**src/rtl/result_capture_if.sv**
```systemverilog
// Result capture bus: stimulus/result inputs and show-ahead FIFO read port.
// The master drives stimulus and accepts results; the capture block is the slave.
interface result_capture_if #(
   parameter int unsigned WIDTH = 32,
   parameter int unsigned DEPTH = 16
) ();
   localparam int unsigned CW = $clog2(DEPTH) + 1;

   logic             in_valid;
   logic [WIDTH-1:0] dut_z;
   logic             clear;
   logic [WIDTH-1:0] out_data;
   logic             out_valid;
   logic             out_ready;
   logic [CW-1:0]    count;
   logic             overflow;

   modport master (
      output in_valid, dut_z, clear, out_ready,
      input  out_data, out_valid, count, overflow
   );

   modport slave (
      input  in_valid, dut_z, clear, out_ready,
      output out_data, out_valid, count, overflow
   );
endinterface

```
**src/rtl/result_capture.sv**
```systemverilog
// Captures DUT results LATENCY cycles after each in_valid into a show-ahead FIFO,
// with a sticky overflow flag for results dropped while the FIFO is full.
module result_capture #(
   parameter int unsigned WIDTH   = 32,
   parameter int unsigned LATENCY = 2,
   parameter int unsigned DEPTH   = 16
) (
   input logic             clk,
   input logic             rst_n,
   result_capture_if.slave bus
);
   localparam int unsigned AW = $clog2(DEPTH);
   localparam int unsigned CW = AW + 1;

   logic [LATENCY-1:0] vpipe;
   logic               cap_en;
   logic [AW-1:0]      wr_ptr;
   logic [AW-1:0]      rd_ptr;
   logic [CW-1:0]      count_q;
   logic               overflow_q;
   logic               full;
   logic               push;
   logic               pop;
   logic [WIDTH-1:0]   mem [DEPTH];

   assign cap_en = vpipe[LATENCY-1];
   assign full   = (count_q == CW'(DEPTH));

   // Pop frees a slot in the same cycle, so a full FIFO still accepts a capture.
   assign pop  = (count_q != '0) && bus.out_ready && !bus.clear;
   assign push = cap_en && (!full || pop) && !bus.clear;

   assign bus.out_valid = (count_q != '0);
   assign bus.out_data  = mem[rd_ptr];
   assign bus.count     = count_q;
   assign bus.overflow  = overflow_q;

   // Valid tracking pipeline; stage LATENCY-1 lines up with the result on dut_z.
   always_ff @(posedge clk or negedge rst_n) begin
      if (!rst_n) begin
         vpipe <= '0;
      end else if (bus.clear) begin
         vpipe <= '0;
      end else begin
         vpipe <= LATENCY'({vpipe, bus.in_valid});
      end
   end

   always_ff @(posedge clk or negedge rst_n) begin
      if (!rst_n) begin
         wr_ptr <= '0;
         rd_ptr <= '0;
      end else if (bus.clear) begin
         wr_ptr <= '0;
         rd_ptr <= '0;
      end else begin
         if (push) wr_ptr <= wr_ptr + AW'(1);
         if (pop)  rd_ptr <= rd_ptr + AW'(1);
      end
   end

   always_ff @(posedge clk or negedge rst_n) begin
      if (!rst_n) begin
         count_q <= '0;
      end else if (bus.clear) begin
         count_q <= '0;
      end else begin
         unique case ({push, pop})
            2'b10:   count_q <= count_q + CW'(1);
            2'b01:   count_q <= count_q - CW'(1);
            default: count_q <= count_q;
         endcase
      end
   end

   // Sticky until reset or clear; pops never release it.
   always_ff @(posedge clk or negedge rst_n) begin
      if (!rst_n) begin
         overflow_q <= 1'b0;
      end else if (bus.clear) begin
         overflow_q <= 1'b0;
      end else if (cap_en && full && !pop) begin
         overflow_q <= 1'b1;
      end
   end

   // Storage is intentionally not reset.
   always_ff @(posedge clk) begin
      if (push) mem[wr_ptr] <= bus.dut_z;
   end
endmodule

```
**src/flat_wrapper.sv**
```systemverilog
// flat-port wrapper written by rule: the top's interface ports become plain ports
module result_capture_flat 
#(
   parameter int unsigned WIDTH   = 32,
   parameter int unsigned LATENCY = 2,
   parameter int unsigned DEPTH   = 16
)
  (clk, rst_n, bus_in_valid, bus_dut_z, bus_clear, bus_out_ready, bus_out_data, bus_out_valid, bus_count, bus_overflow);
  result_capture_if #(.WIDTH(WIDTH), .DEPTH(DEPTH)) bus_i ();
  input logic clk;
  input logic rst_n;
  input wire logic [$bits(bus_i.in_valid)-1:0] bus_in_valid;
  input wire logic [$bits(bus_i.dut_z)-1:0] bus_dut_z;
  input wire logic [$bits(bus_i.clear)-1:0] bus_clear;
  input wire logic [$bits(bus_i.out_ready)-1:0] bus_out_ready;
  output wire logic [$bits(bus_i.out_data)-1:0] bus_out_data;
  output wire logic [$bits(bus_i.out_valid)-1:0] bus_out_valid;
  output wire logic [$bits(bus_i.count)-1:0] bus_count;
  output wire logic [$bits(bus_i.overflow)-1:0] bus_overflow;
  assign bus_i.in_valid = bus_in_valid;
  assign bus_i.dut_z = bus_dut_z;
  assign bus_i.clear = bus_clear;
  assign bus_i.out_ready = bus_out_ready;
  assign bus_out_data = bus_i.out_data;
  assign bus_out_valid = bus_i.out_valid;
  assign bus_count = bus_i.count;
  assign bus_overflow = bus_i.overflow;
  result_capture #(.WIDTH(WIDTH), .LATENCY(LATENCY), .DEPTH(DEPTH)) u_core (.clk(clk), .rst_n(rst_n), .bus(bus_i));
endmodule
```
**config.mk**
```make
export PLATFORM = sky130hd
export DESIGN_NAME = result_capture_flat
export DESIGN_NICKNAME = d
export VERILOG_FILES = /design/src/rtl/result_capture_if.sv /design/src/rtl/result_capture.sv /design/src/flat_wrapper.sv
export SDC_FILE = /design/constraint.sdc
export NUM_CORES = 1
export LEC_CHECK = 0
export CAP_MARGIN = 20
export CORE_MARGIN = 2
export CORE_UTILIZATION = 40
export CTS_BUF_LIST = sky130_fd_sc_hd__clkbuf_8
export CTS_CLUSTER_DIAMETER = 50
export DETAILED_ROUTE_END_ITERATION = 8
export PLACE_DENSITY = 0.57
export SLEW_MARGIN = 20
export SYNTH_ARGS = -nofsm -noshare
export SYNTH_HDL_FRONTEND = slang
export SYNTH_SLANG_ARGS = --single-unit
```
**constraint.sdc**
```tcl
create_clock -name clk -period 5.9 [get_ports clk]
set_input_delay 1.18 -clock clk [delete_from_list [all_inputs] [get_ports clk]]
set_output_delay 1.18 -clock clk [all_outputs]
set_load 0.02 [all_outputs]
```
==> flow_summary.ini <==
[setup_path]
path_delay_family = buffers and inverters
critical_path.slowest_cell = sky130_fd_sc_hd__dfrtp_4
r2r_cells = 5
crit-reg2reg-launch = u_core.bus.count[0]
crit_required_ns = 4.72
critPathMaxStageDelay_ns = 0.89
critical_path.startpoint = u_core.rd_ptr[0]
critPathBufInv = 2
path_max_fanout = 51
startpoint_type = flip-flop
cp.arrival_ns = 3.58
worst_path_most_repeated_cell = sky130_fd_sc_hd__o21ai_0
endpoint_kind = output pin
timing.critical_path.depth = 7
criticalPathCategory = flip-flop to output pin
path_cells = buf_12 > mux2_2 > o21ai_0 > a21oi_1 > o21ai_0 > nand2_1 > clkdlybuf4s50_1

[place]
portBuffers = 75
total_half_perimeter_wirelength_after_legalization_and_detailed_placement_mm = 25.3
globalplace.congestion = 0.728
dp_cells = 1808
preCtsSetupSlack_ns = 1.63

[timing]
min_period_ns = 4.76
max_slew_margin_pct = 32.0
totalNegativeSetupSlack_ns = 0
final_setup_slack_of_the_worst_path_ns = 1.14
hold_viol = 0
post-route-period-util_pct = 80.8
tightestPinTransition_ns = 1.02
maximum_frequency_from_static_timing_analysis_mhz = 210
holdWs_ns = 0.482
timing_max_transition_violations_final = 0
final-setup-viol-count = 0
unrepaired_setup_endpoints_after_global_routing = no
finClkSkew_ns = 0.0225

[floorplan]
design.core.area_sq_um = 51200
chipWidth_microns = 231
die_area_sq_um = 53500
placement_rows = 83
initial_utilization_pct = 40.3
top_level_ports = 76
die_y_microns = 231

[synth]
avgSynthCellArea_sq_um = 19.2
gate_count_after_technology_mapping = 1078
async_reset_ff_share_pct = 3.03
netlist-cell-type-count = 39
yosys_warnings = 0
synth-edff-count = 512
synth.net_count = 1124
ys.flop_type = sky130_fd_sc_hd__edfxtp_1
synth.ff_latch_count = 528
synth.cell_area_sq_um = 20600
seq_area_frac_synth_pct = 76.4

[grt]
global_route.usage.total_pct = 17.5
grt_remaining_overflow = 0
vias_in_the_first_global_route = 11000
antenna_found_initial = 2
grt_pass1_wl_mm = 68.8
grt_max_degree = 52

[cts]
clock_root_buffer_master = sky130_fd_sc_hd__clkbuf_8
cts_max_path_buffers = 3
clock_sink_count = 528
cts_hold_buf = 0
clock_latency_at_the_later_pin_of_the_worst_skew_pair_ns = 0.65
cts-resized-gates = 0
htree_num_levels = 3
clk_transition_reported_paths_ns = 0.06
postCtsSetupBuffers = 0
clock_tree_from_tritoncts = done
numCtsBuffers = 90

[worst_hold_path]
cell_depth_of_the_worst_hold_path = 1
hold_start = u_core.vpipe[0]
hp-class = flip-flop to flip-flop

[cells_and_area]
mostFrequentLayoutCells = sky130_fd_sc_hd__edfxtp_1 (512), sky130_fd_sc_hd__mux2i_1 (97), sky130_fd_sc_hd__clkbuf_8 (91)
most_common_cell_after_layout_fill_and_taps_aside = sky130_fd_sc_hd__edfxtp_1
layout-drive-gt1-share_pct = 20.4
area_growth_syn_to_layout_pct = 16.2
fillerInstances = 4365
final_stage_net_count = 1266
final_cells = 1970

[route]
final_antenna_net_count = 0
drt-wirelength-per-cell_microns = 23.4
drtPass1Iterations = 4
viasPerCell = 5.34
total_wirelength_of_the_detailed_routed_design_mm = 46.1
remaining_drc_errors = 0
dr_total_vias = 10500
drt-initial-drc-count = 786

[run]
max_cap_violations = 0

[power_and_ir_drop]
finalPower_mw = 8.83
powerDensity_nw_per_um2 = 368
power.ir.vdd_worst_uv = 174
p_leak_nw = 7.69

[outcome]
status = finished clean
[per-layer routing]
metal	up-vias	share of wire, %	routed length [microns]	global-route usage [%]
met5	-	0.028	13	0
met4	2	2.0	901	5.46
met3	78	4.3	1980	3.62
met2	235	49	22700	28.8
met1	5528	45	20500	23.3
li1	4683	-	-	-
[cell usage after synthesis (2+ instances only)]
cell,n,area share [%]
sky130_fd_sc_hd__nand3_1,2,0.048
sky130_fd_sc_hd__a221oi_1,32,1.4
sky130_fd_sc_hd__inv_1,8,0.15
sky130_fd_sc_hd__nand2b_1,5,0.15
sky130_fd_sc_hd__clkbuf_1,30,0.55
sky130_fd_sc_hd__nor3_1,4,0.097
sky130_fd_sc_hd__ha_1,8,0.48
sky130_fd_sc_hd__a31oi_1,3,0.091
sky130_fd_sc_hd__dfrtp_1,16,1.9
sky130_fd_sc_hd__nor2_1,30,0.55
sky130_fd_sc_hd__a21oi_1,37,0.90
sky130_fd_sc_hd__xnor2_1,2,0.085
sky130_fd_sc_hd__buf_2,7,0.17
sky130_fd_sc_hd__buf_1,2,0.036
sky130_fd_sc_hd__edfxtp_1,512,74
sky130_fd_sc_hd__mux2_1,4,0.22
sky130_fd_sc_hd__mux4_2,64,7.0
sky130_fd_sc_hd__buf_6,2,0.11
sky130_fd_sc_hd__xor2_1,7,0.30
sky130_fd_sc_hd__mux2_2,32,1.7
sky130_fd_sc_hd__a22oi_1,32,1.2
sky130_fd_sc_hd__nand2_1,42,0.76
sky130_fd_sc_hd__buf_4,18,0.65
sky130_fd_sc_hd__o21ai_0,66,1.6
sky130_fd_sc_hd__mux2i_1,97,4.7
sky130_fd_sc_hd__nor2b_1,3,0.091
[layout make-up]
class                      instances  area (sq um)  share of cell area [%]
antenna                            1          2.50                  0.0104
clock buffer                      91          1250                    5.22
clock inverter                    70           369                    1.54
inverter                           8          30.0                   0.125
multi-input combinational        483          4650                    19.4
sequential                       528         15800                    65.8
tap                              680           851                    3.55
timing repair buffer             109          1060                    4.40
[through the flow]
| stage | utilization (%) | instance area, sq um |
|---|---|---|
| 2_1_floorplan | - | 20600 |
| 3_3_place_gp | 43.7 | 22400 |
| 3_5_place_dp | 43.7 | 22400 |
| 4_1_cts | 46.9 | 24000 |
| 5_1_grt | 46.9 | 24000 |
| 6_report | 46.9 | 24000 |
[sequential cells by signal, summed over array words and instances (netlist names)]
signal and flops:
u_core.bus.count 5, u_core.bus.overflow 1, u_core.mem 512, u_core.rd_ptr 4
u_core.vpipe 2, u_core.wr_ptr 4
[logic make-up (layout without fill, tap and decap cells)]
family,count (synthesis),count (layout),share of synthesized area [%]
DFF,528,528,76.4
muxes,197,197,13.6
AOI/OAI and AO/OA,176,176,5.40
and+or+nand+nor,92,92,1.93
buffers and inverters,67,278,1.66
adders and majority gates,9,9,0.582
xor gates and xnor gates,9,9,0.382
other,0,1,0
[power breakdown]
group / internal (mW) / switching (mW) / total [mW]
sequential: 4.14 / 0.107 / 4.25
clock: 1.56 / 1.42 / 2.98
combinational: 0.816 / 0.785 / 1.60
total: 6.52 / 2.31 / 8.83
[worst paths after layout]
path | slack (ns) | to
max | 1.14 | bus_out_data[21]
min | 0.48 | u_core.vpipe[1]
max reg2reg | 3.00 | u_core.mem[8][9]
min reg2reg | 0.48 | u_core.vpipe[1]
max in group asynchronous | 4.16 | u_core.rd_ptr[0]
min in group asynchronous | 1.06 | u_core.rd_ptr[1]
Note: power is estimated with default switching activity, not from simulation.
==> RTL change 1 (same flow settings) <==
`DEPTH` is set to 16 in 3 places; all go to 8.
--- a/src/rtl/result_capture_if.sv
+++ b/src/rtl/result_capture_if.sv
@@ -3,5 +3,5 @@
 interface result_capture_if #(
    parameter int unsigned WIDTH = 32,
-   parameter int unsigned DEPTH = 16
+   parameter int unsigned DEPTH = 8
 ) ();
    localparam int unsigned CW = $clog2(DEPTH) + 1;
--- a/src/rtl/result_capture.sv
+++ b/src/rtl/result_capture.sv
@@ -4,5 +4,5 @@
    parameter int unsigned WIDTH   = 32,
    parameter int unsigned LATENCY = 2,
-   parameter int unsigned DEPTH   = 16
+   parameter int unsigned DEPTH   = 8
 ) (
    input logic             clk,
--- a/src/flat_wrapper.sv
+++ b/src/flat_wrapper.sv
@@ -4,5 +4,5 @@
    parameter int unsigned WIDTH   = 32,
    parameter int unsigned LATENCY = 2,
-   parameter int unsigned DEPTH   = 16
+   parameter int unsigned DEPTH   = 8
 )
   (clk, rst_n, bus_in_valid, bus_dut_z, bus_clear, bus_out_ready, bus_out_data, bus_out_valid, bus_count, bus_overflow);
Ports: changed (resized bus_count); port bits go from 76 to 75. The function was not compared with the original's and may differ.
==> RTL change 1 against the original RTL <==
Core utilization is 2.1 points higher; setup slack improved by 0.16 ns; sequential power down 47%; sequential cell count is 259 lower; cell area fell by 48%; routed wire length shrank 58%; maximum frequency is 3.5% higher; count of clock-buffer cells in the layout shrank 45; area after synthesis shrank 50%; clock power fell by 53%; total power down 48%; combinational power fell by 40%; register-to-register slack better by 0.03 ns; largest power group unchanged.
==> RTL change 1: results (changes against the original RTL) <==
INFO  metric grt_start_max_net_pins = 42 (-19%)
INFO  metric drt_drc_violations_left = 0 (unchanged)
INFO  metric r2r_setup_slack = 3.03 ns (+0.03 ns)
INFO  metric outcome = completed
INFO  metric post_synth_main_area_contributors = sky130_fd_sc_hd__edfxtp_1 74%, sky130_fd_sc_hd__mux4_2 14%, sky130_fd_sc_hd__mux2_2 3.5%
INFO  metric grt_usage = 14.9% (-2.5 points)
INFO  metric drt_iter0_drc = 336 (-57%)
INFO  metric crit-reg2reg-capture = u_core.bus.count[3]$_DFFE_PN0P_
INFO  metric clock_insertion_delay_worst_skew = 0.55 ns (-0.10 ns)
INFO  metric cp_slowest_cell = sky130_fd_sc_hd__dfrtp_4
INFO  metric worst_path_largest_cell_delay = 1.00 ns (+0.11 ns)
INFO  metric pre_cts_ws = 1.58 ns (-0.0410 ns)
INFO  metric mappedNetlistNets = 498 (-56%)
INFO  metric cts.path.max_buffers = 3 (unchanged)
INFO  metric seq_total_area_yosys = 77.2% (+0.79 points)
INFO  metric grt_first_pass_wirelength = 29,900 um (-57%)
INFO  metric synth_edf_count = 256 (-50%)
INFO  metric wl_per_cell = 20.8 um (-11%)
INFO  metric total_of_warnings_raised_by_yosys = 0 (unchanged)
INFO  metric cts.htree.levels = 2 (-1)
INFO  metric synth_async_sr_flop_share = 4.83% (+1.8 points)
INFO  metric final_hpwl_dp = 10,800 um (-57%)
INFO  metric worstPathArrival = 3.42 ns (-0.16 ns)
INFO  metric first_global_vias = 5,332 (-52%)
INFO  metric design.final.nets = 611 (-52%)
INFO  metric route.vias.total = 4,814 (-54%)
INFO  metric reg2reg_depth = 8 (+3)
INFO  metric io_buffers = 74 (-1.3%)
INFO  metric vdd_drop_max = 0.222 mV (+28%)
INFO  metric clock_skew = 0.0244 ns (+0.00185 ns)
INFO  metric cts-buffers-inserted = 45 (-50%)
INFO  metric final_layout_size_suffix_gt1_share = 28.9% (+8.5 points)
INFO  metric flip_flop_count_of_the_largest_register_after_layout = 256 (-50%)
INFO  metric critical_path.reg2reg.startpoint = u_core.bus.count[1]$_DFFE_PN0P_
INFO  metric slew-limit-headroom = 35.9% (+3.9 points)
INFO  metric cts_repair_resize_count = 0 (unchanged)
INFO  metric timing.critical_path.fanout_max = 41 (-20%)
INFO  metric power.leakage = 0.00392 uW (-49%)
INFO  metric number_of_distinct_standard_cells_referenced_by_the_synthesized_netlist = 34 (-13%)
INFO  metric final_weighted_congestion_in_routability_driven_placement = 0.698 (-4.0%)
INFO  metric synth_commonest_cells = 256 x sky130_fd_sc_hd__edfxtp_1, 64 x sky130_fd_sc_hd__mux4_2, 32 x sky130_fd_sc_hd__mux2_2
-- RTL change 1: worst max-delay path by stage --
stage	end	slack, ns
5_1_grt	bus_out_data[8]	1.07
3_5_place_dp	u_core.mem[6][15]$_DFFE_PP_	1.58
4_1_cts	bus_out_data[10]	1.19
6_report	bus_out_data[8]	1.30
2_1_floorplan	u_core.mem[0][0]$_DFFE_PP_	0.29
3_3_place_gp	u_core.mem[3][15]$_DFFE_PP_	1.66
-- RTL change 1: area by class of cell --
cell class / count / area, sq um
clock inverters: 31 / 123
repair buffers: 88 / 898
inverters: 3 / 11.3
fillers: 2064 / 12900
diodes: 2 / 5.00
clock buffers: 46 / 633
flip-flops and latches: 269 / 8020
multi-input cells: 162 / 2310
well taps: 330 / 413
-- RTL change 1: per-layer routing --
| layer | global-route usage (%) | vias to the layer above | share of wire [%] |
|---|---|---|---|
| met3 | 3.57 | 40 | 4.9 |
| met4 | 5.22 | 0 | 2.1 |
| li1 | - | 2144 | - |
| met1 | 18.7 | 2529 | 42 |
| met5 | 0 | - | 0 |
| met2 | 25.5 | 101 | 51 |
-- RTL change 1: through the flow --
stage	util (%)	std cells	area [sq um]	hold slack, ns
CTS	48.8	927	12400	0.461
detailed placement	45.8	850	11600	0.464
global placement	45.7	849	11600	0.444
global route	49.0	929	12400	0.504
finish	49.0	931	12400	0.460
floorplan	-	456	10400	0.439
-- RTL change 1: logic make-up after synthesis --
kind of cell             synth area share, %
multiplexers                            17.5
buffers and inverters                   1.08
AO/OA/AOI/OAI                           1.23
flip-flops                              77.2
XOR/XNOR                               0.506
adder cells (fa/ha/maj)                0.675
AND/OR/NAND/NOR                         1.77
-- RTL change 1: report_power, final --
| part | leakage, uW | switching [uW] | total, uW | internal [uW] |
|---|---|---|---|---|
| combinational | 0.000998 | 402 | 962 | 560 |
| clock | 0.000447 | 679 | 1400 | 716 |
| sequential | 0.00248 | 120 | 2240 | 2110 |
-- RTL change 1: critical path, delay by kind of cell (launching register included) --
family   cells  cell delay, ns
buf+inv      2            0.99
mux          2            0.84
flops        1            1.00
==> RTL change 2 (same settings) <==
Without the edit above. Reset style: synchronous (`rst_n`), changed in 4 clocked blocks.
--- a/src/rtl/result_capture.sv
+++ b/src/rtl/result_capture.sv
@@ -37,5 +37,5 @@
 
    // Valid tracking pipeline; stage LATENCY-1 lines up with the result on dut_z.
-   always_ff @(posedge clk or negedge rst_n) begin
+   always_ff @(posedge clk) begin
       if (!rst_n) begin
          vpipe <= '0;
@@ -47,5 +47,5 @@
    end
 
-   always_ff @(posedge clk or negedge rst_n) begin
+   always_ff @(posedge clk) begin
       if (!rst_n) begin
          wr_ptr <= '0;
@@ -60,5 +60,5 @@
    end
 
-   always_ff @(posedge clk or negedge rst_n) begin
+   always_ff @(posedge clk) begin
       if (!rst_n) begin
          count_q <= '0;
@@ -75,5 +75,5 @@
 
    // Sticky until reset or clear; pops never release it.
-   always_ff @(posedge clk or negedge rst_n) begin
+   always_ff @(posedge clk) begin
       if (!rst_n) begin
          overflow_q <= 1'b0;
Function: differs if rst_n is asserted again (counterexample within 4 cycles, from zero or initial values and one cycle with rst_n low); with rst_n held inactive, the same outputs for 4 cycles.
==> RTL change 2 against the original RTL <==
Sequential cell count up 4; cell area down 1.3%; area after synthesis down 0.65%; setup slack improved by 0.036 ns; global-route usage is 0.34 points lower; routed wire length shrank 3.6%; sequential share of layout area increased by 0.91 points; final cell count decreased by 13%; register-to-register slack worse by 0.35 ns; critical path type unchanged.
Power is not compared: it rests on default switching activity, and its combinational part moved more than twofold at a synthesized area within 25%.
==> RTL change 2: results (changes against the original RTL) <==
INFO  metric total_of_warnings_raised_by_yosys = 0 (unchanged)
INFO  metric timing.critical_path.fanout_max = 55 (+7.8%)
INFO  metric post_cts_setup_buffer_count = 0 (unchanged)
INFO  metric power.leakage = around 0.0073 uW
INFO  metric worstPathArrival = 3.55 ns (-0.03 ns)
INFO  metric outcome = completed
INFO  metric post_synth_main_area_contributors = sky130_fd_sc_hd__edfxtp_1 75%, sky130_fd_sc_hd__mux4_2 12%, sky130_fd_sc_hd__mux4_1 6.4%
INFO  metric cts_repair_resize_count = 0 (unchanged)
INFO  metric final_weighted_congestion_in_routability_driven_placement = 0.693 (-4.8%)
INFO  metric worst_hold_check_path_type = reg -> reg
INFO  metric antenna_cells = 0 (-1)
INFO  metric final_hpwl_dp = 23,700 um (-6.5%)
INFO  metric design.final.nets = 1,025 (-19%)
INFO  metric route.vias.total = 9,211 (-12%)
INFO  metric final_layout_size_suffix_gt1_share = 25.6% (+5.1 points)
INFO  metric grt_usage = 17.1% (-0.34 points)
INFO  metric max_slew.worst_pin.slew = 1.12 ns (+0.0971 ns)
INFO  metric grt_start_max_net_pins = 72 (+38%)
INFO  metric cts.path.max_buffers = 3 (unchanged)
INFO  metric number_of_distinct_standard_cells_referenced_by_the_synthesized_netlist = 40 (+2.6%)
INFO  metric ys.flop_type = sky130_fd_sc_hd__edfxtp_1
INFO  metric r2r_setup_slack = 2.65 ns (-0.35 ns)
INFO  metric place_area = 22,100 sq um (-1.2%)
INFO  metric clock_skew = 0.0240 ns (+0.00147 ns)
INFO  metric wirelength = 44,400 um (-3.6%)
INFO  metric cts_root_buf = sky130_fd_sc_hd__clkbuf_8
INFO  metric cts-buffers-inserted = 88 (-2.2%)
INFO  metric coreArea = 50,400 sq um (-1.6%)
INFO  metric synth_commonest_cells = 512 x sky130_fd_sc_hd__edfxtp_1, 110 x sky130_fd_sc_hd__mux4_2, 50 x sky130_fd_sc_hd__mux4_1
INFO  metric first_global_vias = 9,911 (-10%)
INFO  metric vdd_drop_max = about 0.15 mV
INFO  metric mappedNetlistNets = 877 (-22%)
INFO  metric drt_iter0_drc = 697 (-11%)
INFO  metric synth_async_sr_flop_share = 0% (-3.0 points)
INFO  metric seq_total_area_yosys = 76.9% (+0.50 points)
INFO  metric grt_first_pass_wirelength = 65,700 um (-4.6%)
RTL change 2: logic make-up after synthesis:
family	after synthesis	share of synthesized area (%)
buf+inv	47	1.44
simple gates	53	1.48
compound gates	19	0.634
mux	164	18.7
fa+ha+maj	8	0.488
flops	532	76.9
xor+xnor	9	0.384
RTL change 2: metal layers:
layer / routed length, um / global-route usage [%] / vias up
met1: 19900 / 23.8 / 4946
met2: 21600 / 27.4 / 262
met3: 2270 / 3.92 / 57
li1: - / - / 3942
met4: 673 / 4.74 / 4
met5: 22 / 0 / -
RTL change 2: power breakdown:
group	switching, uW	internal, uW
combinational	58.0	28.3
clock	1440	1470
sequential	0.626	4140
RTL change 2: layout make-up:
cell class	count	area, sq um
well taps	672	841
repair buffers	99	981
clock inverters	65	329
multi-input cells	253	4470
flip-flops and latches	532	15800
clock buffers	90	1240
inverters	6	22.5
fillers	4094	26700
RTL change 2: worst max-delay path: stages, from the launching register on:
cell                              delay, ns
sky130_fd_sc_hd__dfxtp_4               0.88
sky130_fd_sc_hd__buf_4                 0.47
sky130_fd_sc_hd__mux4_1                0.35
sky130_fd_sc_hd__mux4_2                0.55
sky130_fd_sc_hd__clkdlybuf4s50_1       0.58
RTL change 2: final timing paths:
kind,start,to,cells after the start
min,u_core.vpipe[0]$_SDFF_PP0_,u_core.vpipe[1]$_SDFF_PP0_,1
max,flip-flop,bus_out_data[4],4
min reg2reg,u_core.vpipe[0]$_SDFF_PP0_,u_core.vpipe[1]$_SDFF_PP0_,1
max reg2reg,u_core.bus.count[2]$_SDFFE_PP0P_,u_core.bus.count[2]$_SDFFE_PP0P_,10
RTL change 2: per-stage QoR:
| stage | total power [uW] | hold slack, ns | setup slack, ns | instances | utilization [%] |
|---|---|---|---|---|---|
| floorplan | 4230 | 0.406 | 1.58 | 832 | - |
| global placement | 4300 | 0.410 | 1.65 | 1561 | 43.8 |
| detailed placement | 4310 | 0.415 | 1.60 | 1562 | 43.9 |
| CTS | 7200 | 0.429 | 1.08 | 1717 | 47.0 |
| global route | 7380 | 0.447 | 1.03 | 1717 | 47.0 |
| finish | 7130 | 0.425 | 1.17 | 1717 | 47.0 |
